==> config.mk <==
export PLATFORM = sky130hd
export DESIGN_NAME = bin2gray_ptr
export DESIGN_NICKNAME = d
export VERILOG_FILES = /design/src/rtl/bin2gray_ptr.sv
export SDC_FILE = /design/constraint.sdc
export NUM_CORES = 1
export LEC_CHECK = 0
export BUFFER_PORTS_ARGS = -buffer_cell sky130_fd_sc_hd__buf_2
export CAP_MARGIN = 0
export CORE_AREA = 2 2 39 41
export CTS_BUF_LIST = sky130_fd_sc_hd__clkbuf_4
export DETAILED_ROUTE_END_ITERATION = 16
export DIE_AREA = 0 0 41 43
export PLACE_DENSITY = 0.65
export SETUP_SLACK_MARGIN = 0.5
export SYNTH_ARGS = -nofsm -noshare
export SYNTH_HDL_FRONTEND = slang
export SYNTH_SLANG_ARGS = --single-unit
==> constraint.sdc <==
create_clock -name clk -period 4 [get_ports clk]
set_clock_uncertainty 0.2 [all_clocks]
set_input_delay 0.4 -clock clk [delete_from_list [all_inputs] [get_ports clk]]
set_output_delay 0.4 -clock clk [all_outputs]
set_load 0.005 [all_outputs]
==> src/rtl/bin2gray_ptr.sv <==
// Registered binary/Gray pointer for async FIFO write and read pointers.
// The Gray bus comes straight from a flop so it can feed a synchronizer in another domain.
module bin2gray_ptr #(
   parameter int unsigned SIZE = 4
) (
   input  logic            clk,
   input  logic            rst,
   input  logic            inc,
   input  logic            clr,
   output logic [SIZE-1:0] bin,
   output logic [SIZE-1:0] gray,
   output logic [SIZE-1:0] bin_next,
   output logic [SIZE-1:0] gray_next,
   output logic            wrap
);

   logic wrap_next;

   always_comb begin
      bin_next = bin;
      if (clr) begin
         bin_next = '0;
      end else if (inc) begin
         bin_next = bin + SIZE'(1);
      end
   end

   // Gray is encoded from bin_next so the registered gray never passes through logic.
   assign gray_next = (bin_next >> 1) ^ bin_next;

   // Only an increment out of all-ones counts as a rollover; clr never does.
   assign wrap_next = inc & ~clr & (&bin);

   always_ff @(posedge clk) begin
      if (rst) begin
         bin  <= '0;
         gray <= '0;
         wrap <= 1'b0;
      end else begin
         bin  <= bin_next;
         gray <= gray_next;
         wrap <= wrap_next;
      end
   end

   gray_matches_bin_a : assert property (@(posedge clk) disable iff (rst)
      gray == ((bin >> 1) ^ bin));

   gray_single_step_a : assert property (@(posedge clk) disable iff (rst)
      (!$past(rst) && !$past(clr)) |-> ($countones(gray ^ $past(gray)) <= 1));

   wrap_at_zero_a : assert property (@(posedge clk) disable iff (rst)
      wrap |-> (bin == '0));

endmodule

==> results.md, run 1 <==
| Metric | Value | Unit |
| --- | --- | --- |
| Final critical path time including I/O delays and setup | 2450 | ps |
| Post-route core utilization | 42.7 | % |
| Total inserted antenna cells | 0 | - |
| GRT Total Usage | 12.2 | % |
| Std cell rows | 14 | - |
| Number of instances in the synthesized netlist | 56 | - |
| Busiest layer in global routing | met2 | - |
| CP max stage cell | dfxtp_1 | - |
| Antenna violations before repair | 0 | - |
| Remaining routing DRC violations | 0 | - |
| Arrival time at the worst endpoint | 1850 | ps |
| CTS tree | done | - |
| DRC violation total after the first TritonRoute iteration | 5 | - |
| Setup slack, reg-to-reg | 2230 | ps |
| Setup TNS | 0 | ps |
| HPWL after detailed placement | 688 | um |
| Reported max-cap violation count | 0 | - |
| Global-route wire length before repair | 1430 | um |
| Post-layout net count | 81 | - |
| Largest incremental delay on the critical path | 450 | ps |
| Leakage component of the power | 0.303 | nW |
| Die area | 1760 | um2 |
| Core Box Area | 1380 | um2 |
| Unrepaired setup endpoints after global routing | false | - |
| Worst-path maximum fanout | 8 | - |
| Dominant combinational cell family by area after synthesis | simple AND/OR/NAND/NOR gates | - |
| Hold Slack | 227 | ps |
| Clock Root Buffer | clkbuf_4 | - |
| Compound-Gate Fraction of Synth Area | 13.4 | % |
| DRT antenna net count | 0 | - |
| Total vias in the final route | 445 | - |
| Via density | 4.94 | - |
| Cell Chain, Critical Path | ha_1 -> xnor2_1 -> a21oi_1 -> mux2_1 -> buf_2 | - |
| Critical Path Start | bin[0] | - |
| Worst Path Class, Setup | reg -> out | - |
| Initial cell density of the core | 35.0 | % |
| DR pass1 iterations | 4 | - |
| Cell type with the largest total area after synthesis | dfxtp_1 | - |
| Mapped Avg Cell Area | 8.65 | um2 |
| Vias in the first global route | 340 | - |
| Simple-gate share of the synthesized area | 25.6 | % |
| Largest delay share family, worst path | flip-flops | - |
| Total number of cells along the worst setup path | 5 | - |
| Post-cts sizing count | 0 | - |
| DIE HEIGHT | 43 | um |
| Worst-Skew Late Latency | 250 | ps |
| Parity-gate share of the synthesized area counting xor and xnor cells | 5.43 | % |
| Clock Pin Slew Worst Setup and Hold Paths | 50 | ps |
| Power per unit of standard cell area | 279 | nW/um2 |
| Area of the mapped netlist | 484 | um2 |
| Reg2reg end | gray[0] | - |
| Nets in the synthesized netlist | 61 | - |
| Post-Synth Adder-Cell Area | 2.58 | % |
| Final count of negative-setup-slack endpoints | 0 | - |
| Tightest Hold Check Type | in -> reg | - |
| Transition time at the pin with the least slew margin | 280 | ps |
| Synth cell types | 28 | - |
| Routability-driven placement congestion ratio | 0.738 | - |
| Count of buffers added by post-CTS timing repair for setup | 0 | - |
| CTS Buf Count | 3 | - |
| Pin count of the biggest net entering global routing | 15 | - |
| Met3 usage | 7.85 | % |
| Last element of the critical path | gray_next[1] | - |
| Relative area change from synthesis to final layout | 22.0 | % |
| Number of cells traversed by the worst register-to-register path | 4 | - |
| Post-synth top area share | 33.1 | % |
| Total detailed-routing wirelength | 911 | um |
| Worst-case vdd ir drop | 0.107 | mV |
| Sort of element at the end of the critical path | output port | - |
| Count of input and output buffers | 20 | - |
| Hold-fix buffer count after cts | 0 | - |
| Pins over their slew limit | 0 | - |
| Number of levels in the clock H-tree | 1 | - |
| Critical path data required time | 3400 | ps |
| Met1 routing resource usage after global routing | 14.5 | % |
| Worst Path Buf+Inv | 1 | - |
| Type of element launching the critical path | flop | - |
| Portion of netlist area occupied by mux cells | 10.9 | % |
| Yosys warning count | 0 | - |
| Final-report hold violation count | 0 | - |
| Io pins | 21 | - |
| Slew Limit Headroom | 80.8 | % |
| Outcome | complete, no violations | - |
| Register area share after synthesis | 33.1 | % |
| Clock net sink count | 8 | - |
| Global route total overflow | 0 | - |
| Wire per inst | 10.1 | um |
| Proportion of layout cells with a drive suffix above 1 | 39.2 | % |
| Share of the clock period used by the worst path | 61.2 | % |
| Maximum operating frequency | 0.409 | GHz |
| RR Startpoint | bin[0] | - |
| Met2 demand-to-capacity share in global routing | 17.2 | % |
| Horizontal die dimension | 41 | um |
| Main area contributors after synthesis | dfxtp_1 33%, mux2i_1 6.2%, nor2_1 6.2% | - |
| Count of state elements after synthesis | 8 | - |
| CTS max path bufs | 2 | - |
==> worst register-to-register path: cells and delay by family (launching register included) <==
kind | cells | cell delay [ps]
AO/OA/AOI/OAI | 1 | 200
adder cells (fa/ha/maj) | 1 | 300
flip-flops | 1 | 450
AND/OR/NAND/NOR | 2 | 550
==> layout by cell type (no fill, tap or decap) <==
cell type  synthesis  layout
nand3b_1           1       1
nand2_1            2       2
nor3_1             2       2
or3_4              1       1
a21boi_0           1       1
clkbuf_4           0       3
dfxtp_1            8       8
a21oi_1            3       3
buf_2              2      20
o21ai_0            1       1
nand4_1            1       1
and2_4             1       1
mux2i_1            3       3
ha_1               1       1
or3_1              2       2
mux2_2             1       1
nor2_1             8       8
and2_1             1       1
a21bo_2            1       1
xnor2_1            3       3
nand3_1            1       1
nor2b_1            3       3
a211oi_2           1       1
mux2_1             1       1
a21oi_2            1       1
o22ai_1            1       1
inv_1              2       2
==> metrics by stage <==
step | worst slack, ps | total power (W) | std cells | cell area [um2]
CTS | 1540 | 0.000169 | 90 | 591
global placement | 1870 | 0.000106 | 87 | 568
floorplan | 2000 | 0.0000997 | 56 | 484
global route | 1470 | 0.000174 | 90 | 591
detailed placement | 1840 | 0.000107 | 87 | 568
finish | 1550 | 0.000165 | 90 | 591
==> flip-flops by register name (all words and copies together), names as in the netlist <==
signal,count
bin,4
gray,3
wrap,1
==> cell usage after synthesis, drive strengths merged <==
library cell	instances
a211oi	1
a21bo	1
a21boi	1
a21oi	4
and2	2
buf	5
dfxtp	8
ha	1
inv	2
mux2	2
mux2i	3
nand2	2
nand3	1
nand3b	1
nand4	1
nor2	8
nor2b	3
nor3	2
o21ai	1
o22ai	1
or3	3
xnor2	3
==> area by class of cell <==
cell class	count	area [um2]
well taps	16	20.0
flip-flops and latches	8	160
clock buffers	3	22.5
fillers	149	793
multi-input cells	41	280
inverters	2	7.51
repair buffers	20	100
==> cell families after synthesis <==
kind of cell,Yosys count
simple gates,23
fa+ha+maj,1
mux,5
compound gates,9
buf+inv,7
flops,8
xor+xnor,3
==> how the worst min path moves through the flow <==
stage          cells after the start  endpoint  startpoint  slack, ps
2_1_floorplan                      1   gray[0]         rst        260
3_3_place_gp                       2      wrap      bin[3]        310
3_5_place_dp                       2      wrap      bin[3]        320
4_1_cts                            2   gray[0]         rst        220
5_1_grt                            2   gray[0]         rst        230
6_report                           2   gray[0]         rst        230
==> routing by layer <==
layer,vias up,part of all wire (%)
met5,-,0
met4,0,0
met3,0,6.7
met2,13,47
met1,204,46
li1,228,-
==> power by group <==
group,internal [W],switching (W)
logic,0.0000103,0.0000119
clock network,0.0000342,0.0000256
registers,0.0000814,0.00000145
total,0.000126,0.0000389
Power figures use the tool's default switching activity.
==> inputs of run 2 (changes only) <==
==> constraint.sdc (replaced) <==
create_clock -name clk -period 2.6 [get_ports clk]
set_clock_uncertainty 0.2 [all_clocks]
set_input_delay 0.26 -clock clk [delete_from_list [all_inputs] [get_ports clk]]
set_output_delay 0.26 -clock clk [all_outputs]
set_load 0.005 [all_outputs]
==> run 2 against run 1 <==
Non-clock buffer count rose by 2. Global-route usage is 0.80 points higher. Critical path depth is the same. Cell count increased by 2.2%. Combinational power up 88%. Clock power grew 56%. Register-to-register slack got worse by 1200 ps. Flip-flop and latch count is the same. Total power grew 58%. Largest cell class unchanged. Largest power group unchanged.
==> results.md, run 2 (synthesis gave the netlist of run 1 again) <==
| Metric | Value | Unit |
| --- | --- | --- |
| Outcome | complete, no violations | - |
| Post-layout net count | 83 | - |
| DIE HEIGHT | 43 | um |
| CP max stage cell | dfxtp_4 | - |
| Vias in the first global route | 355 | - |
| Final-report hold violation count | 0 | - |
| Worst Hold Path EP | gray[0] | - |
| Std cell rows | 14 | - |
| Reg2reg end | gray[0] | - |
| Slew Limit Headroom | 76.9 | % |
| Global route total overflow | 0 | - |
| Core Box Area | 1380 | um2 |
| Largest register FFs | 4 | - |
| Horizontal die dimension | 41 | um |
| Most used cells in the layout excluding fill and tap cells | 20 x buf_2, 8 x nor2_1, 6 x dfxtp_1 | - |
| DR pass1 iterations | 4 | - |
| Total detailed-routing wirelength | 988 | um |
| Sort of element at the end of the critical path | output port | - |
| Filler instances | 145 | - |
| Global-route wire length before repair | 1520 | um |
| Wire per inst | 10.7 | um |
| Worst-case vdd ir drop | 0.175 | mV |
| Final standard cell count with taps included and fillers excluded | 92 | - |
| Clock net sink count | 8 | - |
| Maximum operating frequency | 0.478 | GHz |
| Leakage component of the power | 0.316 | nW |
| Hold Startpoint | rst | - |
| DP Cell Count | 87 | - |
| Cell Chain, Critical Path | ha_4 -> xnor2_2 -> a21oi_2 -> mux2_4 -> buf_2 | - |
| CTS max path bufs | 2 | - |
| Hold-fix buffer count after cts | 0 | - |
| DRT antenna net count | 0 | - |
| Clock Root Buffer | clkbuf_4 | - |
| Worst hold stages | 2 | - |
| Clock Pin Slew Worst Setup and Hold Paths | 50 | ps |
| Final critical path time including I/O delays and setup | 2090 | ps |
| Critical path data required time | 2140 | ps |
| Type of element launching the critical path | flop | - |
| Largest incremental delay on the critical path | 350 | ps |
| Most flop-heavy register | bin | - |
| Most common cell after layout, fill and taps aside | buf_2 | - |
| Final count of negative-setup-slack endpoints | 0 | - |
| Total vias in the final route | 452 | - |
| Relative area change from synthesis to final layout | 33.1 | % |
| Power per unit of standard cell area | 404 | nW/um2 |
| CTS tree | done | - |
| Setup slack, reg-to-reg | 990 | ps |
| Die area | 1760 | um2 |
| Io pins | 21 | - |
| Initial cell density of the core | 35.0 | % |
| DRC violation total after the first TritonRoute iteration | 9 | - |
| Worst-path maximum fanout | 2 | - |
| Setup TNS | 0 | ps |
| Worst Path Class, Setup | reg -> out | - |
| Pins over their slew limit | 0 | - |
| Pin count of the biggest net entering global routing | 15 | - |
| Number of levels in the clock H-tree | 1 | - |
| Transition time at the pin with the least slew margin | 342 | ps |
| Count of input and output buffers | 20 | - |
| Number of cells traversed by the worst register-to-register path | 4 | - |
| Largest registers in the final layout | bin: 4 flops, gray: 3 flops, wrap: 1 flops | - |
| Arrival time at the worst endpoint | 1630 | ps |
| Antenna violations before repair | 0 | - |
| CTS Buf Count | 3 | - |
| Remaining routing DRC violations | 0 | - |
| Via density | 4.91 | - |
| RR Startpoint | bin[0] | - |
| Tightest Hold Check Type | in -> reg | - |
| HPWL after detailed placement | 688 | um |
| GRT Total Usage | 13.0 | % |
| Share of the clock period used by the worst path | 80.5 | % |
| Worst-Skew Late Latency | 250 | ps |
| Proportion of layout cells with a drive suffix above 1 | 50.0 | % |
| Total inserted antenna cells | 0 | - |
| Routability-driven placement congestion ratio | 0.738 | - |
| Unrepaired setup endpoints after global routing | true | - |
| Reported max-cap violation count | 0 | - |
==> run 2: cell count changes in the layout (fill, tap and decap cells not counted) <==
| cell | previous run | this run |
|---|---|---|
| buf_4 | 0 | 2 |
| mux2_4 | 0 | 1 |
| dfxtp_1 | 8 | 6 |
| xnor2_1 | 3 | 2 |
| a21oi_2 | 1 | 3 |
| ha_4 | 0 | 1 |
| xnor2_2 | 0 | 1 |
| dfxtp_4 | 0 | 2 |
| ha_1 | 1 | 0 |
| mux2_1 | 1 | 0 |
| a21oi_1 | 3 | 1 |
==> run 2: layout make-up <==
type                            instances  area (um2)  share of cell area (%)
Sequential cell                         8         168                    26.0
Tap cell                               16        20.0                    3.11
Clock buffer                            3        22.5                    3.50
Multi-Input combinational cell         41         312                    48.3
Timing Repair Buffer                   22         115                    17.9
Inverter                                2        7.51                    1.17
==> run 2: power by group <==
part	internal [W]	switching [W]
combinational	0.0000202	0.0000215
sequential	0.000124	0.00000158
clock	0.0000527	0.0000404
==> run 2: stage by stage <==
stage | hold WS (ps) | power, W | util (%) | setup slack [ps] | area (um2)
floorplan | 125 | 0.000153 | - | 736 | 484
global placement | 307 | 0.000164 | 41.0 | 606 | 568
detailed placement | 315 | 0.000164 | 41.0 | 578 | 568
CTS | 79.3 | 0.000261 | 44.9 | 509 | 622
global route | 89.8 | 0.000274 | 46.6 | 449 | 644
finish | 80.3 | 0.000260 | 46.6 | 508 | 644
==> run 2: how the worst max path moves through the flow <==
stage                 from      endpoint  slack (ps)  depth (start not counted)
global route        bin[0]  gray_next[0]         450                          5
CTS                 bin[0]  gray_next[0]         510                          5
global placement    bin[0]  gray_next[1]         610                          5
floorplan           bin[0]  gray_next[0]         740                          4
finish              bin[0]  gray_next[1]         510                          5
detailed placement  bin[0]  gray_next[1]         580                          5
==> run 2: routing by layer <==
metal	global-route usage (%)	vias up	wire [um]
met2	18.8	13	494
met1	15.5	208	427
met5	0	-	0
met4	4.00	0	0
li1	-	231	-
met3	7.85	0	66
==> run 2: worst max-delay path: cells and delay by family, from the launching register on <==
| kind | cells | cell delay, ps |
|---|---|---|
| DFF | 1 | 350 |
| muxes | 1 | 320 |
| adders and majority gates | 1 | 240 |
| AOI/OAI and AO/OA | 1 | 210 |
| xor gates and xnor gates | 1 | 130 |
| buffers and inverters | 1 | 120 |
==> run 2: repair_timing <==
action / CTS / global route
buffers inserted: 1 / 1
setup endpoints to repair: 2 / 2
pin swaps: 0 / 1
gates resized for setup: 6 / 3
